**src/rtl/rx_dc_offset_canceller.sv**
```systemverilog
// rx_dc_offset_canceller
// Removes the DC offset from signed I/Q ADC samples before the Rx demodulator.
// The block estimates the mean of each channel over fixed windows of
// 2^WIN_LOG2 accepted samples and subtracts the latest estimate from every
// sample, saturating the result to the sample range.
//
// Sample flow:
//   - Correction always runs, even while frozen or clearing.
//   - Latency is one clock.
//   - The estimate only moves at a window end.

module rx_dc_offset_canceller #(
  parameter int WIDTH    = 12,
  parameter int WIN_LOG2 = 8
) (
  input  logic                    clk_32M768,
  input  logic                    rst_n_32M768,
  input  logic signed [WIDTH-1:0] ADC_I,
  input  logic signed [WIDTH-1:0] ADC_Q,
  input  logic                    in_valid,
  input  logic                    freeze,
  input  logic                    clear,
  output logic signed [WIDTH-1:0] I_out,
  output logic signed [WIDTH-1:0] Q_out,
  output logic                    out_valid,
  output logic signed [WIDTH-1:0] offset_I,
  output logic signed [WIDTH-1:0] offset_Q,
  output logic                    locked
);

  // Accumulator width sizing:
  //   - A full window of 2^WIN_LOG2 samples, plus the half-LSB rounding term,
  //     always fits in WIDTH+WIN_LOG2 signed bits.
  //   - So no guard bit is needed.
  localparam int ACC_W = WIDTH + WIN_LOG2;

  localparam logic [WIN_LOG2-1:0]     CNT_LAST   = '1;
  localparam logic signed [ACC_W-1:0] ROUND_HALF = ACC_W'(2 ** (WIN_LOG2 - 1));
  localparam logic signed [WIDTH-1:0] SAMPLE_MAX = {1'b0, {(WIDTH-1){1'b1}}};
  localparam logic signed [WIDTH-1:0] SAMPLE_MIN = {1'b1, {(WIDTH-1){1'b0}}};

  typedef enum logic {
    ACQUIRE = 1'b0,
    TRACK   = 1'b1
  } state_t;

  state_t state;
  state_t state_next;

  logic signed [ACC_W-1:0] acc_i;
  logic signed [ACC_W-1:0] acc_q;
  logic [WIN_LOG2-1:0]     cnt;

  logic                    accept;
  logic                    window_end;
  logic signed [ACC_W-1:0] acc_total_i;
  logic signed [ACC_W-1:0] acc_total_q;
  logic signed [ACC_W-1:0] rounded_i;
  logic signed [ACC_W-1:0] rounded_q;
  logic signed [WIDTH-1:0] est_i;
  logic signed [WIDTH-1:0] est_q;
  logic signed [WIDTH-1:0] corr_i;
  logic signed [WIDTH-1:0] corr_q;

  // Saturating subtraction.
  //   - Computed one bit wider so the true difference is always representable.
  //   - It is then clamped back into WIDTH bits.
  function automatic logic signed [WIDTH-1:0] sat_sub(
    input logic signed [WIDTH-1:0] a,
    input logic signed [WIDTH-1:0] b
  );
    logic signed [WIDTH:0] diff;
    diff = {a[WIDTH-1], a} - {b[WIDTH-1], b};
    if (diff[WIDTH] != diff[WIDTH-1]) begin
      sat_sub = diff[WIDTH] ? SAMPLE_MIN : SAMPLE_MAX;
    end else begin
      sat_sub = diff[WIDTH-1:0];
    end
  endfunction

  // Decode which samples feed the estimator.
  //   - A clear or freeze in the same cycle keeps the sample out of the
  //     window.
  //   - The sample is still corrected and output.
  always_comb begin
    accept     = in_valid & ~freeze & ~clear;
    window_end = (cnt == CNT_LAST);
  end

  // Window arithmetic and rounding.
  //   - Running sums include the current sample.
  //   - Rounding adds half an LSB of the final mean, then takes the upper
  //     WIDTH bits.
  //   - Taking the upper bits is a floor divide by 2^WIN_LOG2, giving round
  //     half up overall.
  always_comb begin
    acc_total_i = acc_i + {{WIN_LOG2{ADC_I[WIDTH-1]}}, ADC_I};
    acc_total_q = acc_q + {{WIN_LOG2{ADC_Q[WIDTH-1]}}, ADC_Q};
    rounded_i   = acc_total_i + ROUND_HALF;
    rounded_q   = acc_total_q + ROUND_HALF;
    est_i       = rounded_i[ACC_W-1:WIN_LOG2];
    est_q       = rounded_q[ACC_W-1:WIN_LOG2];
  end

  // Correction uses the offset registers as they stand before the edge.
  //   - So a window-end sample is still corrected with the old estimate.
  always_comb begin
    corr_i = sat_sub(ADC_I, offset_I);
    corr_q = sat_sub(ADC_Q, offset_Q);
  end

  // Lock state register.
  always_ff @(posedge clk_32M768 or negedge rst_n_32M768) begin
    if (!rst_n_32M768) begin
      state <= ACQUIRE;
    end else begin
      state <= state_next;
    end
  end

  // Lock state transitions.
  //   - clear always returns to ACQUIRE.
  //   - The first completed window moves to TRACK.
  always_comb begin
    state_next = state;
    if (clear) begin
      state_next = ACQUIRE;
    end else if (accept && window_end) begin
      state_next = TRACK;
    end
  end

  assign locked = (state == TRACK);

  // Corrected output stage.
  //   - out_valid mirrors in_valid one cycle later.
  //   - Outputs hold between samples.
  always_ff @(posedge clk_32M768 or negedge rst_n_32M768) begin
    if (!rst_n_32M768) begin
      out_valid <= 1'b0;
      I_out     <= '0;
      Q_out     <= '0;
    end else begin
      out_valid <= in_valid;
      if (in_valid) begin
        I_out <= corr_i;
        Q_out <= corr_q;
      end
    end
  end

  // Window accumulators and sample counter.
  //   - These restart on clear and at every window end.
  //   - While frozen, the partial window is parked and resumes later.
  always_ff @(posedge clk_32M768 or negedge rst_n_32M768) begin
    if (!rst_n_32M768) begin
      acc_i <= '0;
      acc_q <= '0;
      cnt   <= '0;
    end else if (clear) begin
      acc_i <= '0;
      acc_q <= '0;
      cnt   <= '0;
    end else if (accept) begin
      if (window_end) begin
        acc_i <= '0;
        acc_q <= '0;
      end else begin
        acc_i <= acc_total_i;
        acc_q <= acc_total_q;
      end
      cnt <= cnt + 1'b1;
    end
  end

  // Offset estimate registers.
  //   - Loaded only when a window completes.
  //   - Zeroed by clear.
  always_ff @(posedge clk_32M768 or negedge rst_n_32M768) begin
    if (!rst_n_32M768) begin
      offset_I <= '0;
      offset_Q <= '0;
    end else if (clear) begin
      offset_I <= '0;
      offset_Q <= '0;
    end else if (accept && window_end) begin
      offset_I <= est_i;
      offset_Q <= est_q;
    end
  end

endmodule

```
**config.mk**
```make
export PLATFORM = sky130hd
export DESIGN_NAME = rx_dc_offset_canceller
export DESIGN_NICKNAME = d
export VERILOG_FILES = /design/src/rtl/rx_dc_offset_canceller.sv
export SDC_FILE = /design/constraint.sdc
export NUM_CORES = 1
export LEC_CHECK = 0
export ABC_AREA = 1
export CAP_MARGIN = 5
export CORE_MARGIN = 2
export CORE_UTILIZATION = 53
export CTS_CLUSTER_SIZE = 14
export DETAILED_ROUTE_END_ITERATION = 16
export GPL_TIMING_DRIVEN = 0
export PLACE_DENSITY_LB_ADDON = 0.15
export SYNTH_ARGS = -nofsm -noshare
export SYNTH_HDL_FRONTEND = slang
export SYNTH_SLANG_ARGS = --single-unit
export TNS_END_PERCENT = 20
```
**constraint.sdc**
```tcl
create_clock -name clk_32M768 -period 2.25 [get_ports clk_32M768]
set_input_delay 0.225 -clock clk_32M768 [delete_from_list [all_inputs] [get_ports clk_32M768]]
set_output_delay 0.225 -clock clk_32M768 [all_outputs]
set_load 0.05 [all_outputs]
```
==> flow_metrics.env <==
export IMPL_status="finished, violations left"
export IMPL_violations="negative setup slack"
export IMPL_finalCritPeriodShare_pct=115.0
export IMPL_grt_ovfl_total=0
export IMPL_power_total_mw=6.026
export IMPL_grt_pass1_wl_um=36340
export IMPL_period_needed_ps=2588
export IMPL_fin_skew_ps=11.61
export IMPL_start_util_pct=53.70
export IMPL_area_growth_pct=27.05
export IMPL_hold_path_class="in2reg"
export IMPL_gr_usage_all_layers_pct=28.31
export IMPL_setup_tns_ps=-3348
export IMPL_maxCapViolCount=0
export IMPL_yosys_top_cells_count="366 x nand2_1, 175 x inv_1, 98 x dfrtp_1, 82 x nor2_1, 67 x a21oi_1"
export IMPL_cts_buffer_depth=2
export IMPL_syn_avg_cell_area_um2=6.882
export IMPL_dieArea_um2=16230
export IMPL_grt_max_degree=52
export IMPL_clock_power_share_pct=28.2
export IMPL_finalSetupViolCount=19
export IMPL_hold_violations=0
export IMPL_cts_max_level=3
export IMPL_seq_area_frac_synth_pct=30.38
export IMPL_placedCellCount=1440
export IMPL_wire_per_inst_um=15.44
export IMPL_portBuffers=78
export IMPL_dr_total_vias=8026
export IMPL_drt_pass1_iterations=5
export IMPL_slowest_delay_ps=420
export IMPL_antenna_cells=0
export IMPL_crit_path_start_kind="flop"
export IMPL_power_frac_comb_pct=39.0
export IMPL_cts_inserted_buffers=9
export IMPL_met3WireLength_um=1516
export IMPL_antenna_found_initial=0
export IMPL_maxSlewViolCount=0
export IMPL_crit_slowest_cell="dfrtp_1"
export IMPL_viasPerCell=5.379
export IMPL_rr_startpoint="acc_q[0]"
export IMPL_drc=0
export IMPL_yosysTopAreaCellShare_pct=30.38
export IMPL_coreArea_um2=15030
export IMPL_maxUsedRoutingLayer="met4"
export IMPL_min_delay_start="in_valid"
export IMPL_crit_fanout=3
export IMPL_syn_area_um2=8073
export IMPL_yosysMostFrequentCell="nand2_1"
export IMPL_hpwl_um=17400
export IMPL_p_sw_share_pct=39.75
export IMPL_final_core_util_pct=68.22
export IMPL_die_w_um=127.4
export IMPL_synth_cell_types=48
export IMPL_critPathKind="reg2reg"
export IMPL_yosys_warnings=0
export IMPL_ys_ff_latch=98
export IMPL_synth_top_area_cell="dfrtp_1"
export IMPL_layout_setup_ws_ps=-338.4
export IMPL_gp_congestion=0.9367
export IMPL_crit_required_ps=2500
export IMPL_fin_cells=1492
export IMPL_cp_cell_sequence="ha_4 -> fa_2 -> nand2_2 -> inv_2 -> nand2_2 -> nand2_4 -> nand2_4 -> nand2_4 -> xor2_4 -> inv_2 -> ha_4 -> nand3_4 -> nor2_4 -> nand2_4 -> nor2_4 -> nand3_2 -> nand3_2 -> o21ai_1"
export IMPL_clk_latency_ps=370
export IMPL_crit_top_cell="nand2_4"
export IMPL_grt_setup_unrepaired="true"
export IMPL_peakVddDrop_v=0.0005168
export IMPL_end_kind="flop"
export IMPL_p_switching_mw=2.395
export IMPL_path_clk_slew_ps=80
export IMPL_ios=79
export IMPL_grt_pass1_vias=7216
export IMPL_drive_above_1_share_pct=18.17
export IMPL_syn_nets=1271
export IMPL_timing_fmax_mhz=386.3
export IMPL_antenna_left=0
export IMPL_synth_ff_type="dfrtp_1"
export IMPL_synth_edf_count=0
export IMPL_critPathArrivalTime_ps=2840
export IMPL_intPower_mw=3.631
export IMPL_post_place_ws_ps=-914.3
export IMPL_routedLengthMet1_um=10720
export IMPL_max_slew_margin_pct=47.50
export IMPL_die_h_um=127.4
export IMPL_crit_start="acc_q[0]"
export IMPL_clkSinkCount=98
export IMPL_cts_root_buffer="clkbuf_16"
export IMPL_power_density_nw_per_um2=587.6
export IMPL_synth_cells=1173
export IMPL_tightest_slew_ps=787.5
export IMPL_wl_met2_um=10480
export IMPL_rows=45
export IMPL_p_seq_share_pct=32.9
export IMPL_synthArstFlopShare_pct=100.0
export IMPL_synthTopCellsByArea="dfrtp_1 30%, nand2_1 17%, ha_1 10%"
export IMPL_fin_nets=1397
export IMPL_drt_iter0_markers=672
export IMPL_p_leak_nw=5.081
export IMPL_cts_tree="done"
export IMPL_wl_um=23040
flip-flops by register name, indices dropped and copies added, names as in the netlist:
register,cells
I_out,12
Q_out,12
acc_i,20
acc_q,20
cnt,8
locked,1
offset_I,12
offset_Q,12
out_valid,1
cell usage in the layout (no fill, tap or decap), drive strengths merged, types with 4 or more instances in the layout:
cell type      instances
nand2                391
inv                  190
nor2                 105
dfrtp                 98
clkdlybuf4s50         72
a21oi                 70
nand3                 69
o21ai                 68
ha                    65
buf                   43
xnor2                 20
xor2                  17
clkbuf                17
nand4                 12
nor3                  12
a22o                  10
nand3b                 9
o22ai                  5
and2                   4
fa                     4
path summary, 6_finish.rpt:
check                      slack, ps  cells past startpoint     endpoint
min in group asynchronous        450                      2     I_out[3]
hold / removal                   340                      1    out_valid
hold reg to reg                  490                      2       locked
setup reg to reg                -340                     18  offset_Q[7]
max in group asynchronous       1110                      3  offset_I[8]
setup / recovery                -340                     18  offset_Q[7]
per-layer routing:
layer,GRT usage [%],vias to the layer above
li1,-,3999
met1,40.91,3748
met2,45.30,251
met5,0,-
met4,6.076,0
met3,4.146,28
power groups by stage:
stage | sequential [mW] | combinational (mW) | clock (mW)
after floorplan | 2.27 | 1.16 | 0
after detailed placement | 2.01 | 2.02 | 0
after CTS | 1.98 | 2.17 | 1.72
after global placement | 2.01 | 1.98 | 0
final | 1.98 | 2.35 | 1.70
after global routing | 2.00 | 2.55 | 1.79
through the flow:
step / area, um2 / hold slack (ps)
after floorplan: 8117 / -70.59
after global placement: 9133 / 471.7
after detailed placement: 9158 / 314.2
after CTS: 9854 / 339.1
after global routing: 10260 / 338.9
final: 10260 / 340.2
what timing repair did:
action	4_1_cts	5_1_grt
gates cloned	0	1
setup buffers	19	15
hold endpoints to repair	47	0
resized for setup	54	75
pin swaps	30	36
setup endpoints to repair	49	67
hold buffers	1	0
logic make-up (layout without fill, tap and decap cells):
logic type,after synthesis,count (layout),share of synthesized area [%]
AO/OA/AOI/OAI,167,167,11.59
AND/OR/NAND/NOR,603,604,33.49
buffers and inverters,199,329,9.454
flip-flops,98,98,30.38
XOR/XNOR,37,37,4.014
adder cells (fa/ha/maj),69,69,11.07
worst max-delay path, delay by kind of cell (launching register included):
kind,cells,cell delay (ps)
compound gates,1,60
xor+xnor,1,160
fa+ha+maj,3,710
buf+inv,2,130
flops,1,420
simple gates,11,980
area by class of cell:
cell class                 instances  area (um2)
timing repair buffer             114        1065
inverter                         186       700.7
fill                            1272        4777
buffer                            13       62.56
multi-input combinational        877        5409
clock inverter                     7       93.84
clock buffer                       9       225.2
tap                              188       235.2
sequential                        98        2465
Power figures use the tool's default switching activity.
